### src/rtl/usb3_slfifo_rd_ctrl_if.sv
`default_nettype none
// ============================================================================
// Module      : usb3_slfifo_rd_ctrl_if
// Description : FX3 slave-FIFO read-side bundle. The master modport is the
//               read controller; the slave modport is the FX3 and cache side.
// Revision    : 1.0 - initial release
// ============================================================================
interface usb3_slfifo_rd_ctrl_if;
    logic        USB3_FLAGA;
    logic [31:0] USB3_DQ;
    logic        cache_ready;
    logic        SLCS_n;
    logic        SLOE_n;
    logic        SLRD_n;
    logic [1:0]  FIFOADR;
    logic [3:0]  usb_rd_state;
    logic [31:0] data_out;
    logic        data_valid;
    logic        burst_done;
    logic        rd_abort;

    modport master (
        input  USB3_FLAGA, USB3_DQ, cache_ready,
        output SLCS_n, SLOE_n, SLRD_n, FIFOADR, usb_rd_state,
               data_out, data_valid, burst_done, rd_abort
    );

    modport slave (
        output USB3_FLAGA, USB3_DQ, cache_ready,
        input  SLCS_n, SLOE_n, SLRD_n, FIFOADR, usb_rd_state,
               data_out, data_valid, burst_done, rd_abort
    );
endinterface
`default_nettype wire

### src/rtl/usb3_slfifo_rd_ctrl.sv
`default_nettype none
// ============================================================================
// Module      : usb3_slfifo_rd_ctrl
// Description : Burst read master for the FX3 slave FIFO. Reads BURST_LEN
//               words from the read socket when FLAGA and cache_ready allow,
//               aligns returning data through a RD_LATENCY-deep pipe.
// Revision    : 1.0 - initial release
// ============================================================================
module usb3_slfifo_rd_ctrl #(
    parameter int         BURST_LEN  = 256,
    parameter int         RD_LATENCY = 2,
    parameter int         GAP_CYCLES = 4,
    parameter logic [1:0] RD_SOCKET  = 2'b11
) (
    input  wire logic            clk,
    input  wire logic            rst_n,
    usb3_slfifo_rd_ctrl_if.master bus
);

    localparam int CW = $clog2(BURST_LEN) + 1;
    localparam int GW = $clog2(GAP_CYCLES) + 1;

    localparam logic [3:0] S_IDLE  = 4'd0;
    localparam logic [3:0] S_CHK   = 4'd3;
    localparam logic [3:0] S_OE    = 4'd4;
    localparam logic [3:0] S_SETUP = 4'd5;
    localparam logic [3:0] S_READ  = 4'd6;
    localparam logic [3:0] S_DRAIN = 4'd7;
    localparam logic [3:0] S_GAP   = 4'd8;

    localparam logic [CW-1:0] C_RD_LAST    = CW'(BURST_LEN - 1);
    localparam logic [GW-1:0] C_GAP_LAST   = GW'(GAP_CYCLES - 1);
    localparam logic [1:0]    C_DRAIN_LAST = 2'(RD_LATENCY - 1);

    logic [3:0]            r_state;
    logic [CW-1:0]         r_rd_cnt;
    logic [GW-1:0]         r_gap_cnt;
    logic [1:0]            r_drain_cnt;
    logic                  r_slcs_n;
    logic                  r_sloe_n;
    logic                  r_slrd_n;
    logic [1:0]            r_fifoadr;
    logic                  r_burst_done;
    logic                  r_rd_abort;
    logic [RD_LATENCY-1:0] r_pipe;
    logic [RD_LATENCY-1:0] w_pipe_next;
    logic [31:0]           r_data_out;

    // The pipe head is the strobe currently on the wire; the tail of the
    // next pipe value marks the cycle whose DQ word becomes data_out.
    generate
        if (RD_LATENCY == 1) begin : g_lat_one
            assign w_pipe_next = ~r_slrd_n;
        end else begin : g_lat_multi
            assign w_pipe_next = {r_pipe[RD_LATENCY-2:0], ~r_slrd_n};
        end
    endgenerate

    // Burst sequencing and FX3 strobe generation.
    always_ff @(posedge clk or negedge rst_n) begin
        if (!rst_n) begin
            r_state      <= S_IDLE;
            r_rd_cnt     <= '0;
            r_gap_cnt    <= '0;
            r_drain_cnt  <= '0;
            r_slcs_n     <= 1'b1;
            r_sloe_n     <= 1'b1;
            r_slrd_n     <= 1'b1;
            r_fifoadr    <= RD_SOCKET;
            r_burst_done <= 1'b0;
            r_rd_abort   <= 1'b0;
        end else begin
            r_fifoadr    <= RD_SOCKET;
            r_burst_done <= 1'b0;
            r_rd_abort   <= 1'b0;
            case (r_state)
                S_IDLE: begin
                    r_slcs_n <= 1'b1;
                    r_sloe_n <= 1'b1;
                    r_slrd_n <= 1'b1;
                    if (bus.USB3_FLAGA && bus.cache_ready) begin
                        r_state  <= S_CHK;
                        r_slcs_n <= 1'b0;
                    end
                end
                S_CHK: begin
                    // Re-qualify FLAGA once the chip is selected; a one-cycle
                    // glitch backs out before OE is ever driven.
                    if (!bus.USB3_FLAGA) begin
                        r_state  <= S_IDLE;
                        r_slcs_n <= 1'b1;
                    end else begin
                        r_state  <= S_OE;
                        r_sloe_n <= 1'b0;
                    end
                end
                S_OE: begin
                    r_state <= S_SETUP;
                end
                S_SETUP: begin
                    r_slrd_n <= 1'b0;
                    r_rd_cnt <= '0;
                    r_state  <= S_READ;
                end
                S_READ: begin
                    r_rd_cnt <= r_rd_cnt + 1'b1;
                    // The strobe of this cycle counts even when FLAGA is
                    // seen low; abort wins over the last-word case.
                    if (!bus.USB3_FLAGA || (r_rd_cnt == C_RD_LAST)) begin
                        r_slrd_n    <= 1'b1;
                        r_drain_cnt <= '0;
                        r_rd_abort  <= ~bus.USB3_FLAGA;
                        r_state     <= S_DRAIN;
                    end
                end
                S_DRAIN: begin
                    r_drain_cnt <= r_drain_cnt + 1'b1;
                    if (r_drain_cnt == C_DRAIN_LAST) begin
                        r_state      <= S_GAP;
                        r_gap_cnt    <= '0;
                        r_burst_done <= 1'b1;
                        r_sloe_n     <= 1'b1;
                        r_slcs_n     <= 1'b1;
                    end
                end
                S_GAP: begin
                    r_gap_cnt <= r_gap_cnt + 1'b1;
                    if (r_gap_cnt == C_GAP_LAST) begin
                        r_state <= S_IDLE;
                    end
                end
                default: begin
                    r_state  <= S_IDLE;
                    r_slcs_n <= 1'b1;
                    r_sloe_n <= 1'b1;
                    r_slrd_n <= 1'b1;
                end
            endcase
        end
    end

    // Latency pipe: capture DQ so data_out and data_valid appear together.
    always_ff @(posedge clk or negedge rst_n) begin
        if (!rst_n) begin
            r_pipe     <= '0;
            r_data_out <= '0;
        end else begin
            r_pipe <= w_pipe_next;
            if (w_pipe_next[RD_LATENCY-1]) begin
                r_data_out <= bus.USB3_DQ;
            end
        end
    end

    assign bus.SLCS_n       = r_slcs_n;
    assign bus.SLOE_n       = r_sloe_n;
    assign bus.SLRD_n       = r_slrd_n;
    assign bus.FIFOADR      = r_fifoadr;
    assign bus.usb_rd_state = r_state;
    assign bus.data_out     = r_data_out;
    assign bus.data_valid   = r_pipe[RD_LATENCY-1];
    assign bus.burst_done   = r_burst_done;
    assign bus.rd_abort     = r_rd_abort;

endmodule
`default_nettype wire

### src/flat_wrapper.sv
// flat-port wrapper written by rule: the top's interface ports become plain ports
module usb3_slfifo_rd_ctrl_flat 
#(
    parameter int         BURST_LEN  = 256,
    parameter int         RD_LATENCY = 2,
    parameter int         GAP_CYCLES = 4,
    parameter logic [1:0] RD_SOCKET  = 2'b11
)
  (clk, rst_n, bus_USB3_FLAGA, bus_USB3_DQ, bus_cache_ready, bus_SLCS_n, bus_SLOE_n, bus_SLRD_n, bus_FIFOADR, bus_usb_rd_state, bus_data_out, bus_data_valid, bus_burst_done, bus_rd_abort);
  usb3_slfifo_rd_ctrl_if bus_i ();
  input  wire logic clk;
  input  wire logic rst_n;
  input wire logic [$bits(bus_i.USB3_FLAGA)-1:0] bus_USB3_FLAGA;
  input wire logic [$bits(bus_i.USB3_DQ)-1:0] bus_USB3_DQ;
  input wire logic [$bits(bus_i.cache_ready)-1:0] bus_cache_ready;
  output wire logic [$bits(bus_i.SLCS_n)-1:0] bus_SLCS_n;
  output wire logic [$bits(bus_i.SLOE_n)-1:0] bus_SLOE_n;
  output wire logic [$bits(bus_i.SLRD_n)-1:0] bus_SLRD_n;
  output wire logic [$bits(bus_i.FIFOADR)-1:0] bus_FIFOADR;
  output wire logic [$bits(bus_i.usb_rd_state)-1:0] bus_usb_rd_state;
  output wire logic [$bits(bus_i.data_out)-1:0] bus_data_out;
  output wire logic [$bits(bus_i.data_valid)-1:0] bus_data_valid;
  output wire logic [$bits(bus_i.burst_done)-1:0] bus_burst_done;
  output wire logic [$bits(bus_i.rd_abort)-1:0] bus_rd_abort;
  assign bus_i.USB3_FLAGA = bus_USB3_FLAGA;
  assign bus_i.USB3_DQ = bus_USB3_DQ;
  assign bus_i.cache_ready = bus_cache_ready;
  assign bus_SLCS_n = bus_i.SLCS_n;
  assign bus_SLOE_n = bus_i.SLOE_n;
  assign bus_SLRD_n = bus_i.SLRD_n;
  assign bus_FIFOADR = bus_i.FIFOADR;
  assign bus_usb_rd_state = bus_i.usb_rd_state;
  assign bus_data_out = bus_i.data_out;
  assign bus_data_valid = bus_i.data_valid;
  assign bus_burst_done = bus_i.burst_done;
  assign bus_rd_abort = bus_i.rd_abort;
  usb3_slfifo_rd_ctrl #(.BURST_LEN(BURST_LEN), .RD_LATENCY(RD_LATENCY), .GAP_CYCLES(GAP_CYCLES), .RD_SOCKET(RD_SOCKET)) u_core (.clk(clk), .rst_n(rst_n), .bus(bus_i));
endmodule
### config.mk
export PLATFORM = sky130hd
export DESIGN_NAME = usb3_slfifo_rd_ctrl_flat
export DESIGN_NICKNAME = d
export VERILOG_FILES = /design/src/rtl/usb3_slfifo_rd_ctrl_if.sv /design/src/rtl/usb3_slfifo_rd_ctrl.sv /design/src/flat_wrapper.sv
export SDC_FILE = /design/constraint.sdc
export NUM_CORES = 1
export LEC_CHECK = 0
export ABC_AREA = 1
export ABC_CLOCK_PERIOD_IN_PS = 2000
export CORE_UTILIZATION = 34
export CTS_CLUSTER_DIAMETER = 40
export DETAILED_ROUTE_END_ITERATION = 12
export SETUP_SLACK_MARGIN = 0.4
export SYNTH_ARGS = -nofsm -noshare
export SYNTH_HDL_FRONTEND = slang
export SYNTH_SLANG_ARGS = --single-unit
### constraint.sdc
create_clock -name clk -period 2 [get_ports clk]
set_clock_uncertainty 0.15 [all_clocks]
set_input_delay 0.4 -clock clk [delete_from_list [all_inputs] [get_ports clk]]
set_output_delay 0.4 -clock clk [all_outputs]
set_load 0.05 [all_outputs]
=== Yosys cells after proc, flatten, opt, wreduce, memory -nomap -nowiden ===
Index checks and enable logic that the tools add are counted.

* Bitwise operators: 4
* Shift operators: 0
* $mul: 0
* Reduce and logical (&&, ||, !) cells: 15
* Divide/modulo/power cells: 0
* Add/sub/neg operators: 3
* Order comparisons: 0
* Multiplexer cells: 23
* Equal/unequal tests: 15

{| class="wikitable"
|+ Operators with widths
! cell !! count
|-
| $pmux 4 s7 || 1
|-
| $pmux 9 s2 || 1
|-
| $eq 4x3->1 const B || 4
|-
| $mux 4 || 4
|-
| $add 9x1->9 const B || 1
|-
| $eq 9x8->1 const B || 1
|-
| $mux 1 || 9
|-
| $ne 2x1->1 const B || 4
|-
| $reduce_or 4->1 || 2
|-
| $mux 3 || 2
|-
| $pmux 1 s3 || 2
|-
| $pmux 3 s2 || 1
|-
| $reduce_and 2->1 || 3
|-
| $reduce_and 3->1 || 2
|-
| $reduce_bool 2->1 || 3
|-
| $eq 4x2->1 const B || 1
|-
| $eq 4x4->1 const B || 1
|-
| $logic_not 4->1 || 1
|-
| $ne 2x2->1 const B || 2
|-
| $not 1->1 || 4
|-
| $pmux 1 s4 || 1
|-
| $pmux 2 s2 || 1
|-
| $reduce_and 4->1 || 1
|-
| $add 3x1->3 const B || 1
|-
| 7 further kinds || 7
|}

* Memory bits (writable): 0
* Logic and storage cells: 71
* Output and inout bits: 44
* Latch bits: 0
* Memories: 0
* Register bits after elaboration: 57
* ROM bits: 0

=== Depth between registers and ports, before layout ===
* Depth after elaboration: 4
* Gate-level depth with buffers: 12

=== Worst setup path after synthesis ===
Ideal clock, no wire load.

* Kind: reg2reg
* From: reg u_core.r_rd_cnt[0]
* To: reg u_core.r_state[0] (netlist: u_core.bus.usb_rd_state[0])
* Slack: 0.285 ns
* Stages on the path, launching flop included: 13
* Arrival: 1.446 ns
* Library setup time: 0.119 ns
* Buffers on the path: 0
* Path through: dfrtp_1 ha_1 nand2_1 inv_1 nand2_1 nor2_1 ha_1 nor2_1 nand3_1 nand2_1 nor2_1 nand2_1 nand2_1

* Longest elaborated chain between the ends: 4

{| class="wikitable"
|+ Ends and longest elaborated chain
! element !! line !! source
|-
| start, declared || usb3_slfifo_rd_ctrl.sv:36 || <nowiki>logic [CW-1:0] r_rd_cnt;</nowiki>
|-
| start signal, assigned || usb3_slfifo_rd_ctrl.sv:106 || <nowiki>r_rd_cnt <= r_rd_cnt + 1'b1;</nowiki>
|-
| $eq 9x8->1 || usb3_slfifo_rd_ctrl.sv:109 || <nowiki>if (!bus.USB3_FLAGA || (r_rd_cnt == C_RD_LAST)) begin</nowiki>
|-
| $logic_or 1x1->1 || usb3_slfifo_rd_ctrl.sv:109 ||
|-
| $ne 2x1->1 (no source line) || - ||
|-
| $reduce_and 4->1 (no source line) || - ||
|-
| end signal, assigned || usb3_slfifo_rd_ctrl.sv:103 || <nowiki>r_state <= S_READ;</nowiki>
|-
| end signal, assigned || usb3_slfifo_rd_ctrl.sv:113 || <nowiki>r_state <= S_DRAIN;</nowiki>
|-
| end signal, assigned || usb3_slfifo_rd_ctrl.sv:119 || <nowiki>r_state <= S_GAP;</nowiki>
|-
| end, declared || usb3_slfifo_rd_ctrl.sv:35 || <nowiki>logic [3:0] r_state;</nowiki>
|}

Every way passes these cells.
A chain may end at the register's enable or synchronous reset.

=== Worst setup path in the final report ===
* From: reg u_core.r_rd_cnt[1]
* To: reg u_core.r_state[0] (netlist: u_core.bus.usb_rd_state[0])

Same word-level chain as after synthesis.

==> run summary <==
Setup_tns - 0 ns
DR iter-0 viols - 61
Synthesis-stage register bit count - 57
Final Hold Slack - 0.303 ns
Critical path arrival - 1.78 ns
Non-Filler Instances - 425
Num CTS Buffers - 9
Async SR Flop Fraction - 100%
N_diodes - 0
Largest net degree at the start of global routing - 53
Mapped Area - 2480 sq um
Synth warn - 0
Die ar. - 7640 sq um
Critical path capture point type - flop
Final Slew Violations - 0
Starting Density - 35.9%
Tcrit/Tclk final - 83.3%
Syn Area/Cell - 10.8 sq um
Worst-path clk slew - 0.07 ns
Final ANT Viol Nets - 0
Seq pwr share - 32.2%
Leak - 0.00168 uW
Max-Cap Viols - 0
Clock Latency Late Sink - 0.33 ns
Library cells used by synthesis - 28
Worst ir drop on vdd - 478 uV
Fin crit period - 1.67 ns
Root buf cell - clkbuf_8
Commonest non-fill, non-tap cell in the layout - dfrtp_1
All-Layer GR Usage - 15.3%
Drt wl/cell - 12.6 um
Drt pass-1 iters - 4
Post-synthesis sequential area ratio - 57.7%
Syn Inst Count - 229
Placeable core area - 6910 sq um
Die X - 87.4 um
# IOs - 80
TritonCTS clock tree - built
First-pass GRT wire length - 8800 um
Status - finished clean
Initial antenna violation count - 0
Cell-internal power - 3160 uW
Congestion Overflow GR - 0
Post-DR vias/cell - 4.51
Port bufs - 77
Share of cells above drive strength 1 - 38.6%
Clock power share - 15.9%
Hold WC Path Type - in2async
Hpwl dp - 3760 um
RSZ-0062 raised after global routing - true
Switch Pwr - 2700 uW
Most frequent cells in the layout - dfrtp_1, buf_4, nand2_1
GP Congestion - 0.822
Worst Path Required - 2.11 ns
Power share of the combinational group - 52.0%
Final hold violations - 0
Nets - 365
Final setup fails - 0
Vias - 1915
Fill cells - 644
Startpoint Class - flop
Number of global-route vias before repair - 1887
CP max FO - 3
Fmax - 600 MHz
Most used DFF post-synth - dfrtp_1
Routed wire length - 5340 um
Longest Clk Path Bufs - 2
CTS Sinks - 57
Cells after DPL - 400
Pwr Density - 1650 nW/um^2
Row count - 30
Drt drc - 0
Number of flops mapped to enable cells by yosys - 0
Sw Share - 46.1%
CP Class - reg2reg
CTS HTree Levels - 3
Area Growth Syn to Fin - 43.5%
Die Span Y - 87.4 um
## per-stage QoR
step | worst slack (ns) | total power (uW) | instance area, sq um | utilization (%)
after floorplan | 0.385 | 3950 | 2500 | -
final | 0.334 | 5870 | 3560 | 51.5
after CTS | 0.327 | 5900 | 3530 | 51.1
after global placement | 0.241 | 4830 | 3280 | 47.5
after global routing | 0.222 | 6210 | 3560 | 51.5
after detailed placement | 0.217 | 4880 | 3280 | 47.5
## power by group through the flow
stage               Sequential, uW  Clock [uW]  Combinational, uW
finish                        1890         932               3050
global route                  1950        1030               3240
CTS                           1890         974               3040
detailed placement            1910           0               2970
global placement              1890           0               2950
floorplan                     3230           0                724
## worst max-delay path: stages, from the launching register on
cell	delay [ns]
dfrtp_1	0.36
ha_2	0.19
nand2_2	0.07
inv_2	0.07
nand2_2	0.06
nor2_2	0.08
ha_2	0.18
nor2_1	0.04
nand3_1	0.09
nand2_1	0.08
nor2_2	0.12
nand2_1	0.06
nand2_1	0.06
## registers in the layout, summed over array words and instances (netlist names)
signal,cells
u_core.bus.SLCS_n,1
u_core.bus.SLOE_n,1
u_core.bus.SLRD_n,1
u_core.bus.burst_done,1
u_core.bus.data_out,32
u_core.bus.rd_abort,1
u_core.bus.usb_rd_state,4
u_core.r_drain_cnt,2
u_core.r_gap_cnt,3
u_core.r_pipe,2
u_core.r_rd_cnt,9
## synthesized netlist by cell type (3+ instances only)
cell | n | area, sq um
dfstp_2 | 3 | 78.8
nand2_1 | 47 | 176
o21ai_1 | 5 | 25.0
nand3_1 | 16 | 80.1
dfrtp_1 | 54 | 1350
nor2_1 | 10 | 37.5
o22ai_1 | 3 | 18.8
buf_2 | 3 | 15.0
nor2_4 | 3 | 33.8
mux2_2 | 30 | 338
o21ai_0 | 6 | 30.0
inv_2 | 4 | 15.0
ha_1 | 5 | 62.6
inv_1 | 19 | 71.3
a21oi_1 | 3 | 15.0
## cells by family (layout without fill, tap and decap cells)
group | count (synthesis) | count (layout) | synth area share, %
AND/OR/NAND/NOR | 85 | 85 | 15.8
other | 1 | 2 | 0.151
AO/OA/AOI/OAI | 19 | 19 | 4.19
multiplexers | 32 | 32 | 14.5
buffers and inverters | 30 | 129 | 5.10
flip-flops | 57 | 57 | 57.7
adder cells (fa/ha/maj) | 5 | 5 | 2.52
## area by class of cell
cell class	count	area [sq um]	share of cell area [%]
timing repair buffer	89	790	22.2
clock buffer	11	141	3.97
sequential	57	1440	40.3
tap	96	120	3.37
multi-input combinational	143	950	26.7
clock inverter	5	31.3	0.879
inverter	24	92.6	2.60
## layer usage
layer / GRT usage [%] / vias to the layer above / share of wire (%)
met5: 0 / - / 0
met1: 19.5 / 890 / 47
li1: - / 944 / -
met2: 23.2 / 69 / 44
met4: 7.60 / 0 / 1.9
met3: 5.31 / 12 / 7.2
## worst paths after layout
kind / slack [ns] / cells past startpoint / from / to
worst max-delay path: 0.33 / 12 / u_core.r_rd_cnt[1] / u_core.bus.usb_rd_state[0]
worst min-delay path: 0.30 / 2 / rst_n / u_core.bus.data_out[18]
worst max register to register: 0.33 / 12 / u_core.r_rd_cnt[1] / u_core.bus.usb_rd_state[0]
worst min register to register: 0.34 / 1 / u_core.bus.SLRD_n / u_core.r_pipe[0]
max in group asynchronous: 0.82 / 3 / rst_n / u_core.bus.SLCS_n
min in group clk: 0.34 / 1 / u_core.bus.SLRD_n / u_core.r_pipe[0]
## repair_timing
item                       CTS  global route
gates resized for setup     12             7
setup endpoints to repair   11            14
setup buffers                5             3
pin swaps                    5             2
hold buffers                 1             0
hold endpoints to repair     5             0
No activity file was read; power rests on OpenSTA's default activity.
